--- config.mk ---
export PLATFORM = sky130hd
export DESIGN_NAME = layer2_mac_sequencer
export DESIGN_NICKNAME = d
export VERILOG_FILES = /design/src/rtl/layer2_mac_sequencer.sv
export SDC_FILE = /design/constraint.sdc
export NUM_CORES = 1
export LEC_CHECK = 0
export BUFFER_PORTS_ARGS = -buffer_cell sky130_fd_sc_hd__buf_2
export CORE_AREA = 2 2 72 74
export CTS_CLUSTER_SIZE = 40
export DETAILED_ROUTE_END_ITERATION = 10
export DIE_AREA = 0 0 74 76
export HOLD_SLACK_MARGIN = 0.06
export PLACE_DENSITY = 0.75
export SETUP_SLACK_MARGIN = 0.4
export SYNTH_ARGS = -nofsm -noshare
export SYNTH_HDL_FRONTEND = slang
export SYNTH_SLANG_ARGS = --single-unit
export TNS_END_PERCENT = 10
--- constraint.sdc ---
create_clock -name clk -period 1.25 [get_ports clk]
set_input_delay 0.0625 -clock clk [delete_from_list [all_inputs] [get_ports clk]]
set_output_delay 0.0625 -clock clk [all_outputs]
set_load 0.05 [all_outputs]
--- src/rtl/layer2_mac_sequencer.sv ---
// Sequences one layer-2 inference pass into multStore: bias load, one read per
// input index, a drain cycle for the last returned pair, then a done pulse.
module layer2_mac_sequencer #(
  parameter int NUM_INPUTS                = 16,
  parameter int ADDR_WIDTH                = 4,
  parameter int LAYER_2_IN_BIT_WIDTH      = 8,
  parameter int LAYER_2_WEIGHTS_BIT_WIDTH = 8,
  parameter int SOFTMAX_NODES             = 10
) (
  input  logic                                                 clk,
  input  logic                                                 clr,
  input  logic                                                 start,
  output logic                                                 busy,
  output logic                                                 done,
  output logic                                                 rdEn,
  output logic [ADDR_WIDTH-1:0]                                rdAddr,
  input  logic [LAYER_2_IN_BIT_WIDTH-1:0]                      inData,
  input  logic [SOFTMAX_NODES*LAYER_2_WEIGHTS_BIT_WIDTH-1:0]   weightData,
  output logic [LAYER_2_IN_BIT_WIDTH-1:0]                      layer2In,
  output logic [SOFTMAX_NODES*LAYER_2_WEIGHTS_BIT_WIDTH-1:0]   weightsOut,
  output logic                                                 macClr,
  output logic                                                 macBiasWriteEnable
);

  localparam int ROW_W = SOFTMAX_NODES * LAYER_2_WEIGHTS_BIT_WIDTH;

  // Last index is found by compare so a full 2^ADDR_WIDTH pass never wraps.
  localparam logic [ADDR_WIDTH-1:0] LAST_IDX = ADDR_WIDTH'(NUM_INPUTS - 1);

  typedef enum logic [2:0] {
    S_IDLE  = 3'd0,
    S_LOAD  = 3'd1,
    S_RUN   = 3'd2,
    S_DRAIN = 3'd3,
    S_DONE  = 3'd4
  } state_t;

  state_t                r_state;
  state_t                w_state_nxt;
  logic [ADDR_WIDTH-1:0] w_addr_nxt;

  logic                  r_busy;
  logic                  r_done;
  logic                  r_rdEn;
  logic [ADDR_WIDTH-1:0] r_rdAddr;
  logic                  r_macClr;
  logic                  r_macBiasWe;
  logic                  r_fwdValid;

  // Next-state and next read index; r_rdAddr doubles as the index counter.
  always_comb begin
    w_state_nxt = r_state;
    w_addr_nxt  = {ADDR_WIDTH{1'b0}};
    case (r_state)
      S_IDLE: begin
        if (start) begin
          w_state_nxt = S_LOAD;
        end else begin
          w_state_nxt = S_IDLE;
        end
      end
      S_LOAD: begin
        w_state_nxt = S_RUN;
        w_addr_nxt  = {ADDR_WIDTH{1'b0}};
      end
      S_RUN: begin
        if (r_rdAddr == LAST_IDX) begin
          w_state_nxt = S_DRAIN;
        end else begin
          w_state_nxt = S_RUN;
          w_addr_nxt  = r_rdAddr + ADDR_WIDTH'(1'b1);
        end
      end
      S_DRAIN: begin
        w_state_nxt = S_DONE;
      end
      S_DONE: begin
        if (start) begin
          w_state_nxt = S_LOAD;
        end else begin
          w_state_nxt = S_IDLE;
        end
      end
      default: begin
        w_state_nxt = S_IDLE;
      end
    endcase
  end

  // State register; outputs are registered from the next state so they line up with it.
  always_ff @(posedge clk) begin
    if (clr) begin
      r_state     <= S_IDLE;
      r_busy      <= 1'b0;
      r_done      <= 1'b0;
      r_rdEn      <= 1'b0;
      r_rdAddr    <= {ADDR_WIDTH{1'b0}};
      r_macClr    <= 1'b0;
      r_macBiasWe <= 1'b0;
      r_fwdValid  <= 1'b0;
    end else begin
      r_state     <= w_state_nxt;
      r_busy      <= (w_state_nxt == S_LOAD) || (w_state_nxt == S_RUN) ||
                     (w_state_nxt == S_DRAIN);
      r_done      <= (w_state_nxt == S_DONE);
      r_rdEn      <= (w_state_nxt == S_RUN);
      r_rdAddr    <= w_addr_nxt;
      r_macClr    <= (w_state_nxt == S_LOAD);
      r_macBiasWe <= (w_state_nxt == S_LOAD);
      r_fwdValid  <= r_rdEn;
    end
  end

  assign busy               = r_busy;
  assign done               = r_done;
  assign rdEn               = r_rdEn;
  assign rdAddr             = r_rdAddr;
  assign macClr             = r_macClr;
  assign macBiasWriteEnable = r_macBiasWe;

  // multStore accumulates every edge, so non-data cycles must present zero.
  assign layer2In   = r_fwdValid ? inData     : {LAYER_2_IN_BIT_WIDTH{1'b0}};
  assign weightsOut = r_fwdValid ? weightData : {ROW_W{1'b0}};

endmodule

==> key figures <==
Outcome
  – Status: complete, no violations

Min path
  – Hold crit path type: in -> reg

Route
  – Initial DRC count: 26
  – DR WL/cell: 15.8 um
  – Vias per cell: 4.16
  – Detailed Route WL: 6240 um
  – Vias: 1,638
  – Pre-antenna DRT Iters: 4
  – Drt drc: 0
  – Post-route ant nets: 0

Floorplanning
  – Row count: 26
  – Core ar.: 0.00491 mm^2
  – Die height: 76 um
  – Die footprint: 0.00562 mm^2
  – Die W: 74 um
  – Io pins: 188
  – Starting Density: 20.7%

Worst setup path
  – Crit path kind: reg -> out
  – Startpoint types: flop
  – Arrival time at the worst endpoint: around 1.2 ns
  – CP Data Required Time: about 1.2 ns
  – Worst setup EP type: output pin
  – Critical path fanouts, max: 36

Finish
  – Nets: 417
  – Area growth syn-to-layout: 200%
  – Ant. Diodes: 0
  – Final core occ: 62.0%
  – Layout cells sized above 1: 79.0%

STA
  – Tmin final: 1.23 ns
  – Final period utilization: 98.4%
  – Post-Route Skew: 0.00312 ns
  – Final Hold Viols: 0
  – Pins Over Slew Limit: 0
  – Total negative slack: 0 ns
  – Worst slew pin tran: 0.317 ns
  – Rel. slew slack: between 70 and 80%
  – RSZ-0062 raised after global routing: true
  – Max Freq: 813 MHz
  – Final setup fails: 0
  – Fin worst setup slack: between 0.015 and 0.02 ns

Power and ir drop
  – Combinational share of power: between 50% and 60%
  – Clock power share: 22.2%
  – Peak supply drop: 0.566 mV
  – Final Power: roughly 0.0016 W
  – Sequential share of power: 25.7%
  – Pwr Density: between 500 and 600 mW/mm^2
  – Net Sw Power: 0.000625 W
  – Leakage: around 1.6 nW
  – Internal power: slightly below 0.001 W
  – Net Sw Frac: 38.7%

Placed design
  – Dpl hpwl: 3830 um
  – GPL Wtd Cong: 0.730
  – Setup WS pre-CTS: 0.0392 ns
  – IO buf count: 187

Yosys
  – Yosys cell types: 20
  – Syn Inst Count: 138
  – Number of flops mapped to enable cells by yosys: 0
  – Yosys reg bits: 12
  – Share of the synthesized area in the top cell type: a little over half
  – Sequential area share after synthesis: 23.7%
  – Top cells by area, synth: and2_1 54%, dfxtp_1 24%, clkbuf_1 3.3%, and3_1 1.8%, nor2_1 1.8%
  – Ys Warns: 0
  – Asr flop ratio synth: 0%
  – Syn_area_per_cell: 7.35 um^2
  – Synth area leader: and2_1
  – Syn_nets: 230
  – Synthesized area: 0.00101 mm^2
  – Most used DFF post-synth: dfxtp_1

GRT
  – Initial antenna violation count: 0
  – Overflow after GRT: 0
  – Largest net degree at the start of global routing: 37
  – Vias in the first global route: 1,585
  – First-pass GRT wire length: between 7000 and 8000 um
  – GRT Total Usage: 17.9%

Clocking
  – Setup bufs post-CTS: 0
  – Clk_lat worst skew: 0.24 ns
  – CTS Buffer Depth: 2
  – CTS tree: done
  – CTS buffer count: 3
  – CTS sink count: 12
  – H-tree depth: 1
  – CTS root buffer: clkbuf_8
  – Clock-pin slew on the worst setup and hold paths: ~0.05 ns

Flow run
  – Max cap viols: 0
## cell type report
cell class / count / area, um^2
sequential: 12 / 255
multi-input combinational: 115 / 857
tap: 70 / 87.6
timing repair buffer: 192 / 1800
clock inverter: 1 / 3.75
fill: 408 / 1870
inverter: 1 / 3.75
clock buffer: 3 / 41.3
## stage by stage
step	hold slack, ns	instance area [um^2]	instances
6_report	0.158	3040	394
5_1_grt	0.190	3040	394
4_1_cts	0.145	2590	394
3_5_place_dp	0.310	2090	387
3_3_place_gp	0.309	2090	387
2_1_floorplan	0.127	1090	138
## kinds of logic after synthesis
kind of cell	Yosys count	synth area share [%]
AOI/OAI and AO/OA	5	3.82
xor gates and xnor gates	2	1.73
adders and majority gates	1	1.23
buffers and inverters	11	4.44
DFF	12	23.7
and+or+nand+nor	107	65.1
## placed cells by master, fill, tap and decap left out, types with 2 or more instances in the layout
master and n:
dfxtp_4 3, dlygate4sd3_1 2, buf_4 3, nand3_1 2
and2_1 35, and3_1 3, a21oi_1 2, nor3_1 2
buf_8 52, xor2_1 2, buf_6 39, clkbuf_8 3
nor2b_1 3, dfxtp_1 6, nor2_1 5, dfxtp_2 3
buf_12 2, and2_2 14, buf_2 93, and2_4 39
## worst max-delay path, stage by stage (launching register included)
cell and delay, ns:
dfxtp_4 0.40, buf_12 0.17, and2_1 0.17, buf_6 0.17
## per-layer routing
layer  track usage [%]  wire, um
met1              18.7      2020
met2              31.0      3500
met3              6.22       573
met4              8.55       147
met5                 0         0
## synthesized netlist by cell type (2+ instances only)
master / n
xor2_1: 2
clkbuf_1: 9
and2_1: 88
and3_1: 3
nor2b_1: 3
dfxtp_1: 12
a21oi_1: 2
nand3_1: 2
nor2_1: 5
nor3_1: 2
## power groups by stage
stage               Sequential [W]  Clock, W  Combinational (W)
finish                    0.000414  0.000358           0.000843
global route              0.000416  0.000380           0.000880
CTS                       0.000412  0.000366           0.000721
detailed placement        0.000419         0           0.000629
global placement          0.000418         0           0.000623
floorplan                 0.000450         0           0.000373
## state kept, by name, indices dropped and copies added (netlist names)
signal              cells
done                    1
macBiasWriteEnable      1
busy                    1
rdAddr                  4
rdEn                    1
r_state                 3
r_fwdValid              1
## final timing paths
check / from / end / slack [ns] / cells after the start
worst min-delay path: clr / r_state[1] / 0.16 / 3
worst min register to register: rdAddr[0] / rdAddr[0] / 0.44 / 1
worst max register to register: rdAddr[1] / r_state[0] / 0.05 / 4
worst max-delay path: r_fwdValid / layer2In[1] / 0.02 / 3
## repair_timing
item	4_1_cts	5_1_grt
setup endpoints to repair	106	108
gates resized for setup	139	142
gates cloned	1	0
endpoints found under the hold margin	2	0
hold buffers	2	0
pin swaps	1	35
No activity file was read; power rests on OpenSTA's default activity.
